`src/rtl/pcie_bridge_arbiter.sv`:
```
// Round-robin arbiter for the PCIe bridge register write port; accept to rsp_valid is 3 cycles (2 without readback).
// Requests stall by holding req_valid; req_ready pulses only in IDLE, and the FSM is never stalled once a request is taken.
module pcie_bridge_arbiter #(
  parameter int NUM_REQ   = 4,
  parameter int DATA_W    = 32,
  parameter bit VERIFY_EN = 1'b1
) (
  input  logic                      clk,
  input  logic                      rst_n,
  input  logic [NUM_REQ-1:0]        req_valid,
  input  logic [NUM_REQ*DATA_W-1:0] req_wdata,
  output logic [NUM_REQ-1:0]        req_ready,
  output logic [NUM_REQ-1:0]        rsp_valid,
  output logic                      rsp_err,
  output logic [DATA_W-1:0]         rsp_rdata,
  output logic                      busy,
  output logic                      br_we,
  output logic [DATA_W-1:0]         br_wdata,
  input  logic [DATA_W-1:0]         br_rdata
);

  localparam int IW = (NUM_REQ > 1) ? $clog2(NUM_REQ) : 1;

  typedef enum logic [1:0] {IDLE, WRITE, VERIFY, RESP} state_t;

  state_t            state;
  logic [IW-1:0]     last;
  logic [IW-1:0]     gid;
  logic [IW-1:0]     pick;
  logic [IW-1:0]     idx;
  logic              any;
  logic [DATA_W-1:0] hold;
  logic [DATA_W-1:0] rdreg;
  logic              err;

  // Search starts just after the previous winner, so the winner drops to lowest priority.
  always_comb begin
    pick = '0;
    idx  = '0;
    any  = 1'b0;
    for (int k = 1; k <= NUM_REQ; k++) begin
      idx = IW'((int'(last) + k) % NUM_REQ);
      if (!any && req_valid[idx]) begin
        any  = 1'b1;
        pick = idx;
      end
    end
  end

  // Gated by rst_n so nothing appears accepted while the state is held in reset.
  assign req_ready = (state == IDLE && any && rst_n) ? (NUM_REQ'(1) << pick) : '0;
  assign rsp_valid = (state == RESP) ? (NUM_REQ'(1) << gid) : '0;
  assign rsp_err   = (state == RESP) && err;
  assign rsp_rdata = rdreg;
  assign busy      = (state != IDLE);
  assign br_we     = (state == WRITE);
  assign br_wdata  = hold;

  always_ff @(posedge clk or negedge rst_n) begin
    if (!rst_n) begin
      state <= IDLE;
      last  <= IW'(NUM_REQ - 1);
      gid   <= '0;
      hold  <= '0;
      rdreg <= '0;
      err   <= 1'b0;
    end else begin
      case (state)
        IDLE: begin
          if (any) begin
            hold  <= req_wdata[int'(pick)*DATA_W +: DATA_W];
            gid   <= pick;
            last  <= pick;
            state <= WRITE;
          end
        end
        WRITE: begin
          if (VERIFY_EN) begin
            state <= VERIFY;
          end else begin
            // rdreg only changes on the way into RESP, so rsp_rdata holds between responses.
            rdreg <= hold;
            err   <= 1'b0;
            state <= RESP;
          end
        end
        VERIFY: begin
          rdreg <= br_rdata;
          err   <= (br_rdata != hold);
          state <= RESP;
        end
        RESP: begin
          state <= IDLE;
        end
        default: begin
          state <= IDLE;
        end
      endcase
    end
  end

endmodule
```
`config.mk`:
```
export PLATFORM = sky130hd
export DESIGN_NAME = pcie_bridge_arbiter
export DESIGN_NICKNAME = d
export VERILOG_FILES = /design/src/rtl/pcie_bridge_arbiter.sv
export SDC_FILE = /design/constraint.sdc
export NUM_CORES = 1
export LEC_CHECK = 0
export CAP_MARGIN = 20
export CORE_MARGIN = 5
export CORE_UTILIZATION = 30
export DETAILED_ROUTE_END_ITERATION = 10
export HOLD_SLACK_MARGIN = 0.08
export PLACE_DENSITY = 0.71
export RECOVER_POWER = 25
export SYNTH_ARGS = -nofsm -noshare
export SYNTH_HDL_FRONTEND = slang
export SYNTH_SLANG_ARGS = --single-unit
```
`constraint.sdc`:
```
create_clock -name clk -period 3.3 [get_ports clk]
set_clock_uncertainty 0.15 [all_clocks]
set_input_delay 0.825 -clock clk [delete_from_list [all_inputs] [get_ports clk]]
set_output_delay 0.825 -clock clk [all_outputs]
set_load 0.05 [all_outputs]
```
Word level (Yosys, flattened, before mapping)
Cells that the tools add are included.
Word-level totals
  flip-flop bits (word level): 71
  output and inout bits: 75
Cells by class
  add/subtract/negate cells: 4
  order comparisons: 4
  equal/unequal tests: 5
  shift operators: 3
  mux-type cells: 20
  reduce and logical (&&, ||, !) cells: 12
Operators with widths (number)
  128-bit by 8-bit variable part select with 32-bit output: 1
  32-bit inequality test: 1
  2-bit by 3-bit less-than comparator with 1-bit output (second input constant): 4
  2-bit 2-to-1 mux: 5
  1-bit binary-select mux with 2-bit select: 4
  1-bit 2-to-1 mux: 8
  4-bit 2-to-1 mux: 2
  2-bit one-hot mux with 4 select lines: 1
  1-bit by 2-bit left shift with 4-bit output (first input constant): 2
  1-bit logical AND: 6
  2-bit by 1-bit adder with 2-bit output (second input constant): 2
  2-bit adder (second input constant): 2
  2-bit equality test (second input constant): 2
  1-bit logical NOT: 3
  2-bit by 1-bit equality test with 1-bit output (second input constant): 1
  2-bit logical NOT: 1
  2-bit inequality test (second input constant): 1
  2-bit AND reduction: 1
  2-bit nonzero test: 1

Depth between registers and ports, before layout
  word-level depth: 16
  mapped depth: 9

Worst setup path before layout
No wires, ideal clock.
  path kind: in2out
  from: input port req_valid[3]
  to: output port req_ready[1]
  arrival time: 2.986 ns
  path slack: -0.661 ns
  stages: 8
  path buffers: 4
  cell sequence: buf_2 mux2i_1 o2bb2ai_2 a21o_1 buf_4 buf_6 buf_6 nor3b_1
Between the ends
  longest elaborated chain between the ends: 15
  elaborated cells on any way between the ends: 26
  classes of those cells: shift (1); mux (17); reduce/logical (8)
Ends and longest elaborated chain
  from (decl): line 10  | input logic [NUM_REQ-1:0] req_valid,
  1-bit binary-select mux with 2-bit select: line 43  | if (!any && req_valid[idx]) begin
  1-bit 2-to-1 mux (not written as such): line 43
  1-bit 2-to-1 mux: line 43
  1-bit logical NOT: line 43
  1-bit logical AND: line 43
  1-bit 2-to-1 mux: line 43
  1-bit logical NOT: line 43
  1-bit logical AND: line 43
  1-bit 2-to-1 mux: line 43
  1-bit logical NOT: line 43
  1-bit logical AND: line 43
  1-bit 2-to-1 mux: line 43
  1-bit logical AND (2 in series): line 51  | assign req_ready = (state == IDLE && any && rst_n) ? (NUM_REQ'(1) << pick) : '0;
  4-bit 2-to-1 mux (*): line 51
  to (decl): line 12  | output logic [NUM_REQ-1:0] req_ready,
Mark *: on every way between the ends. The rest lies on a longest branch, timed or not. The select of a mux whose other input is x is not followed.

Final worst setup path
  from: input port req_valid[2]
  to: output port req_ready[0]
The elaborated chain is that of the path after synthesis.

==> out/summary.txt <==
Clk buf depth - 2
Power share of the combinational group - 64.2%
VDD IR-drop max - 0.000438 V
Initial Util - 30.5%
Vias/cell - 5.02
Final period util - 96.8%
Min-Delay Path Class - flop to flop
PwrDens - 989 mW/mm^2
Hold path start - rsp_rdata[18]
Pin count of the biggest net entering global routing - 39
CP Data Arrival Time - 2220 ps
Reg-to-reg setup timing slack - 830 ps
Required time worst endpoint - 2320 ps
Post-synth net total - 599
Worst Path Buf+Inv - 3
Net Sw Frac - 50.1%
Initial drt markers - 143
Antenna-violating nets left - 0
Hold buffers post-CTS - 0
Worst relative slew slack - -35.0%
Post-place setup slack - -193 ps
Max Freq - 0.313 GHz
Yosys cell types - 40
Final hold vios - 0
Synth-to-layout area growth - 67.4%
Die area - 0.0172 sq mm
Leading area contributor after synthesis - dfrtp_1
Sequential Power Share - 23.7%
Crit path top cell by count - buf_4
DP Area - 0.00707 sq mm
Post-synth EDFFs - 0
# DRC - 0
Simple-gate portion of the synthesized area - 8.34%
FF-to-FF path depth - 6
Yosys Warn Count - 0
XOR/XNOR share of the synthesized area - 6.38%
Worst-path cell chain - dlygate4sd2_1 > buf_4 > nor4_4 > nor2_4 > nand2_1 > nor3_2 > buf_4
Sequential area share after synthesis - 40.5%
Final #Nets - 835
Port Buffers - 240
Hold EP - rsp_rdata[18]
Syn avg cell area - 10.3 sq um
Failing checks - max-capacitance violations, max-slew violations
Post-synthesis compound-gate area fraction - 20.4%
Non-Filler Cell Area, Final - 0.00735 sq mm
Setup ws final - 107 ps
CP max FO - 5
Reg-to-Reg End - br_wdata[16]
Cell internal pwr - 0.00363 W
CTS buffer count - 9
Worst R2R Start - last[1]
Clock Power Share - 12.1%
CTS Sinks - 71
CP startpoint kind - primary input
Final Max Slew Viols - 37
Worst Hold Depth - 1
Antenna cell count - 0
Fill count - 1285
Most frequent cells after synthesis - 80 x a211oi_1, 69 x dfrtp_1, 37 x inv_1, 37 x nor2_1, 34 x mux2i_1
# IOs - 241
Final min period - 3190 ps
Crit. End Element - primary output
Largest family of logic cells by synthesized area - compound AO/OA/AOI/OAI gates
Initial antenna violation count - 0
Worst slew pin tran - 2030 ps
1st-pass router iterations - 5
Post-synth top flop - dfrtp_1
Yosys top cell area share - 39.3%
DR WL/cell - 19.6 um
WS Path Type - primary input to primary output
Cells after Synth - 428
Grt total ovfl - 0
RSZ-0062 raised after global routing - no
Routed Wire Length - 16.7 mm
CTS tree - built
Ratio of cells with drive above 1 in the final layout - 14.9%
Setup violators final - 0
Die height - 131 um
Crit path max-delay family - buffers and inverters
Clock latency on the worst-skew pair - 320 ps
Die Wd - 131 um
Htree depth - 3
Switch Pwr - 0.00364 W
DP Wirelength - 13.2 mm
Vias - 4283
Vias in the first global route - 4389
First-pass GRT wire length - 24.7 mm
Total Routing Usage GR - 18.8%
P_leak - 2.94 nW
Post-synthesis register bit count - 71
Final GP Congestion - 0.814
Clock slew at reported path FFs - 50 ps
Outcome - complete, but fails checks
Top post-synthesis cells by area - dfrtp_1 39%, a211oi_1 14%, mux2_2 8.2%, mux2i_1 7.7%, a211oi_2 4.6%
Synth Area in Adders - 1.42%
CTS Root Cell - clkbuf_16
Rows - 44
Max-cap violations - 1
Ys async rst share - 100%
Post-Syn Area - 0.00439 sq mm
CP peak stage delay - 360 ps
Post-synthesis mux area share - 15.9%
Critical-path top delay cell - nor4_4
Setup bufs post-CTS - 0
Core area - 0.0144 sq mm
Most common cell in the netlist - a211oi_1
[flip-flops by register name, summed over array words and instances (netlist names)]
name,cells
rsp_rdata,32
state,2
last,2
gid,2
br_wdata,32
err,1
[stage by stage]
step           setup TNS (ps)  cells  hold WS, ps  utilization (%)  power [W]
2_1_floorplan            -708    428          314                -    0.00474
3_3_place_gp             -240    837          335             49.0    0.00635
3_5_place_dp            -1020    837          343             49.0    0.00644
4_1_cts                     0    853          358             51.0    0.00735
5_1_grt                     0    853          370             51.0    0.00764
6_report                    0    853          353             51.0    0.00727
[worst reg2reg max path: cells and delay by family, from the launching register on]
kind,cells,cell delay (ps)
compound gates,2,250
flops,1,640
buf+inv,1,150
simple gates,3,1100
[metal layers]
layer / routed length [um] / global-route usage [%] / up-vias
met2: 8590 / 33.3 / 163
met5: 0 / 0 / -
li1: - / - / 2028
met4: 248 / 4.84 / 0
met1: 6640 / 23.5 / 2068
met3: 1260 / 3.62 / 24
[power groups by stage]
stage / Clock, W / Combinational [W] / Sequential (W)
2_1_floorplan: 0 / 0.00173 / 0.00301
3_3_place_gp: 0 / 0.00463 / 0.00172
3_5_place_dp: 0 / 0.00470 / 0.00175
4_1_cts: 0.000907 / 0.00471 / 0.00173
5_1_grt: 0.000939 / 0.00491 / 0.00180
6_report: 0.000879 / 0.00467 / 0.00173
[repair_timing]
item	CTS	global route
gates resized for setup	5	2
gates cloned	0	0
pin swaps	0	1
endpoints found under the setup margin	4	4
[worst max-delay path by stage]
stage	slack, ps	from	end	cells past startpoint
global placement	-60	req_valid[3]	req_ready[1]	7
CTS	40	req_valid[0]	req_ready[0]	6
global route	20	rst_n	br_wdata[30]	3
floorplan	-180	req_valid[3]	req_ready[0]	7
finish	110	req_valid[2]	req_ready[0]	7
detailed placement	-190	req_valid[3]	req_ready[0]	7
[placed cells by master, fill, tap and decap left out, drive strengths merged, types with 5 or more instances in the layout]
| cell type | Yosys | routed |
|---|---|---|
| xnor2 | 17 | 17 |
| clkbuf | 18 | 13 |
| inv | 38 | 38 |
| nor4 | 5 | 5 |
| clkdlybuf4s50 | 0 | 231 |
| buf | 14 | 21 |
| a211oi | 96 | 96 |
| mux2 | 32 | 32 |
| dfrtp | 69 | 69 |
| xor2 | 15 | 15 |
| nand4 | 5 | 5 |
| mux2i | 34 | 34 |
| nand2 | 11 | 11 |
| nor2 | 37 | 37 |
| ha | 5 | 5 |
[area by class of cell]
cell class,instances,area (sq um),share of cell area (%)
clock buffers,12,246,3.35
multi-input cells,287,2380,32.4
clock inverters,4,22.5,0.306
well taps,184,230,3.13
repair buffers,257,2550,34.7
inverters,38,143,1.94
flip-flops and latches,71,1780,24.2
[cells by family (layout without fill, tap and decap cells)]
| group | Yosys count | in the layout |
|---|---|---|
| flip-flops | 71 | 71 |
| AO/OA/AOI/OAI | 109 | 109 |
| multiplexers | 66 | 66 |
| adder cells (fa/ha/maj) | 5 | 5 |
| AND/OR/NAND/NOR | 75 | 75 |
| XOR/XNOR | 32 | 32 |
| buffers and inverters | 70 | 311 |
(Power assumes the default switching activity.)
==> edit (same flow settings) <==
`VERIFY_EN`: 1'b1 -> 1'b0.
--- a/src/rtl/pcie_bridge_arbiter.sv
+++ b/src/rtl/pcie_bridge_arbiter.sv
@@ -3,7 +3,7 @@
 module pcie_bridge_arbiter #(
   parameter int NUM_REQ   = 4,
   parameter int DATA_W    = 32,
-  parameter bit VERIFY_EN = 1'b1
+  parameter bit VERIFY_EN = 1'b0
 ) (
   input  logic                      clk,
   input  logic                      rst_n,
Behaviour: not the same (Yosys sat finds a counterexample within 4 cycles, from zero or initial values and one cycle with rst_n low).
==> edit against the original RTL <==
- the flow still finishes with violations (max-capacitance violations, max-slew violations)
- area after synthesis fell by 1.5%
- worst setup slack got worse by 0.046 ns
- critical path depth fell by 1
- sequential cell count did not move
- hold slack improved by 0.020 ns
- routed wire length rose by 0.32%
- sequential power rose by 3%
- via count rose by 2.7%
- global-route usage rose by 0.87 points
- total power rose by 5.1%
- final area fell by 1.3%
- count of clock-buffer cells in the layout rose by 1
- non-clock buffer count rose by 1
- critical path type unchanged
- critical endpoint unchanged
==> edit: results (changes against the original RTL) <==
[flow_run]
maxCapViolCount=1  ; unchanged

[min_path]
hold_path_end=rsp_rdata[24]$_DFFE_PN0P_
hold_start=rsp_rdata[24]$_DFFE_PN0P_
holdPathStages=2  ; +1

[drt]
wl_met2_um=8860  ; +3.2%
viasPerCell=5.17  ; +2.9%
drt_iter0_markers=191  ; +34%
wl_met1_um=6530  ; -1.6%
route.met3.wl_um=1080  ; -14%
dr.pass1.iters=4  ; -1

[floorplanning]
rows=43  ; -2.3%

[sta]
tightest_slew_ns=1.83  ; -0.194 ns
holdWs_ns=0.373  ; +0.0205 ns
slew_violations=72  ; +95%

[grt]
use_met1=0.233  ; -0.00270
grt_pass1_wl_um=25900  ; +4.8%
grt_max_degree=72  ; +85%
use_met2=0.353  ; +0.0206

[place]
place_ws_ns=0.00222  ; +0.195 ns
post_dp_cell_area_sq_um=6930  ; -2.0%
hpwl_um=12900  ; -2.0%
gp_congestion=0.832  ; +2.1%
place_inst=835  ; -0.24%

[synth]
yosysSeqAreaShare=0.411  ; +0.00620
syn_avg_cell_area_sq_um=10.1  ; -2.0%
synthXorXnorAreaFrac=0.0648  ; +0.000977
ys_types=42  ; +5.0%
synth_mux_area_frac=0.0740  ; -0.0854
yosys.area_share.adder=0.0145  ; +0.000218
synth_compound_area_frac=0.273  ; +0.0685

[power_and_ir_drop]
p_leak_nw=2.85  ; -3.2%
ir_worst_vdd_v=0.000496  ; +13%

[run_status]
status=finished with violations
violations=max-capacitance violations, max-slew violations

[setup_path]
max_stage_delay_ns=0.43  ; +0.07 ns
reg2reg_to=br_wdata[0]$_DFFE_PN0P_
r2r_start=last[0]$_DFFE_PN1P_
worstSetupStartpoint=req_valid[1]
reg2reg_slack_ns=1.05  ; +0.22 ns
cp_slowest_cell=clkdlybuf4s50_1

[clock_network]
postCtsSetupBuffers=0  ; unchanged

[layout]
drive_gt1_frac=0.119  ; -0.0303
nFillCells=1296  ; +0.86%

## edit: final cells by class
class                   instances  area (sq um)  share of cell area
clock buffers                  13           270              0.0372
clock inverters                 3          40.0             0.00552
inverters                       5          18.8             0.00259
multi-input cells             321          2350               0.324
flip-flops and latches         71          1780               0.245
well taps                     180           225              0.0310
repair buffers                258          2570               0.355
## edit: tightest hold or removal path, cell delays in order, from the launching register on
cell,delay (ns)
dfrtp_1,0.34
nor2_1,0.05
a21oi_1,0.10
## edit: what timing repair did
item / 4_1_cts / 5_1_grt
resized for setup: 1 / 5
endpoints found under the setup margin: 1 / 4
pin swaps: 0 / 0
## edit: power breakdown
part           internal [mW]  switching (mW)
clock                  0.645           0.361
sequential              1.34           0.439
combinational           1.74            3.12
total                   3.72            3.92
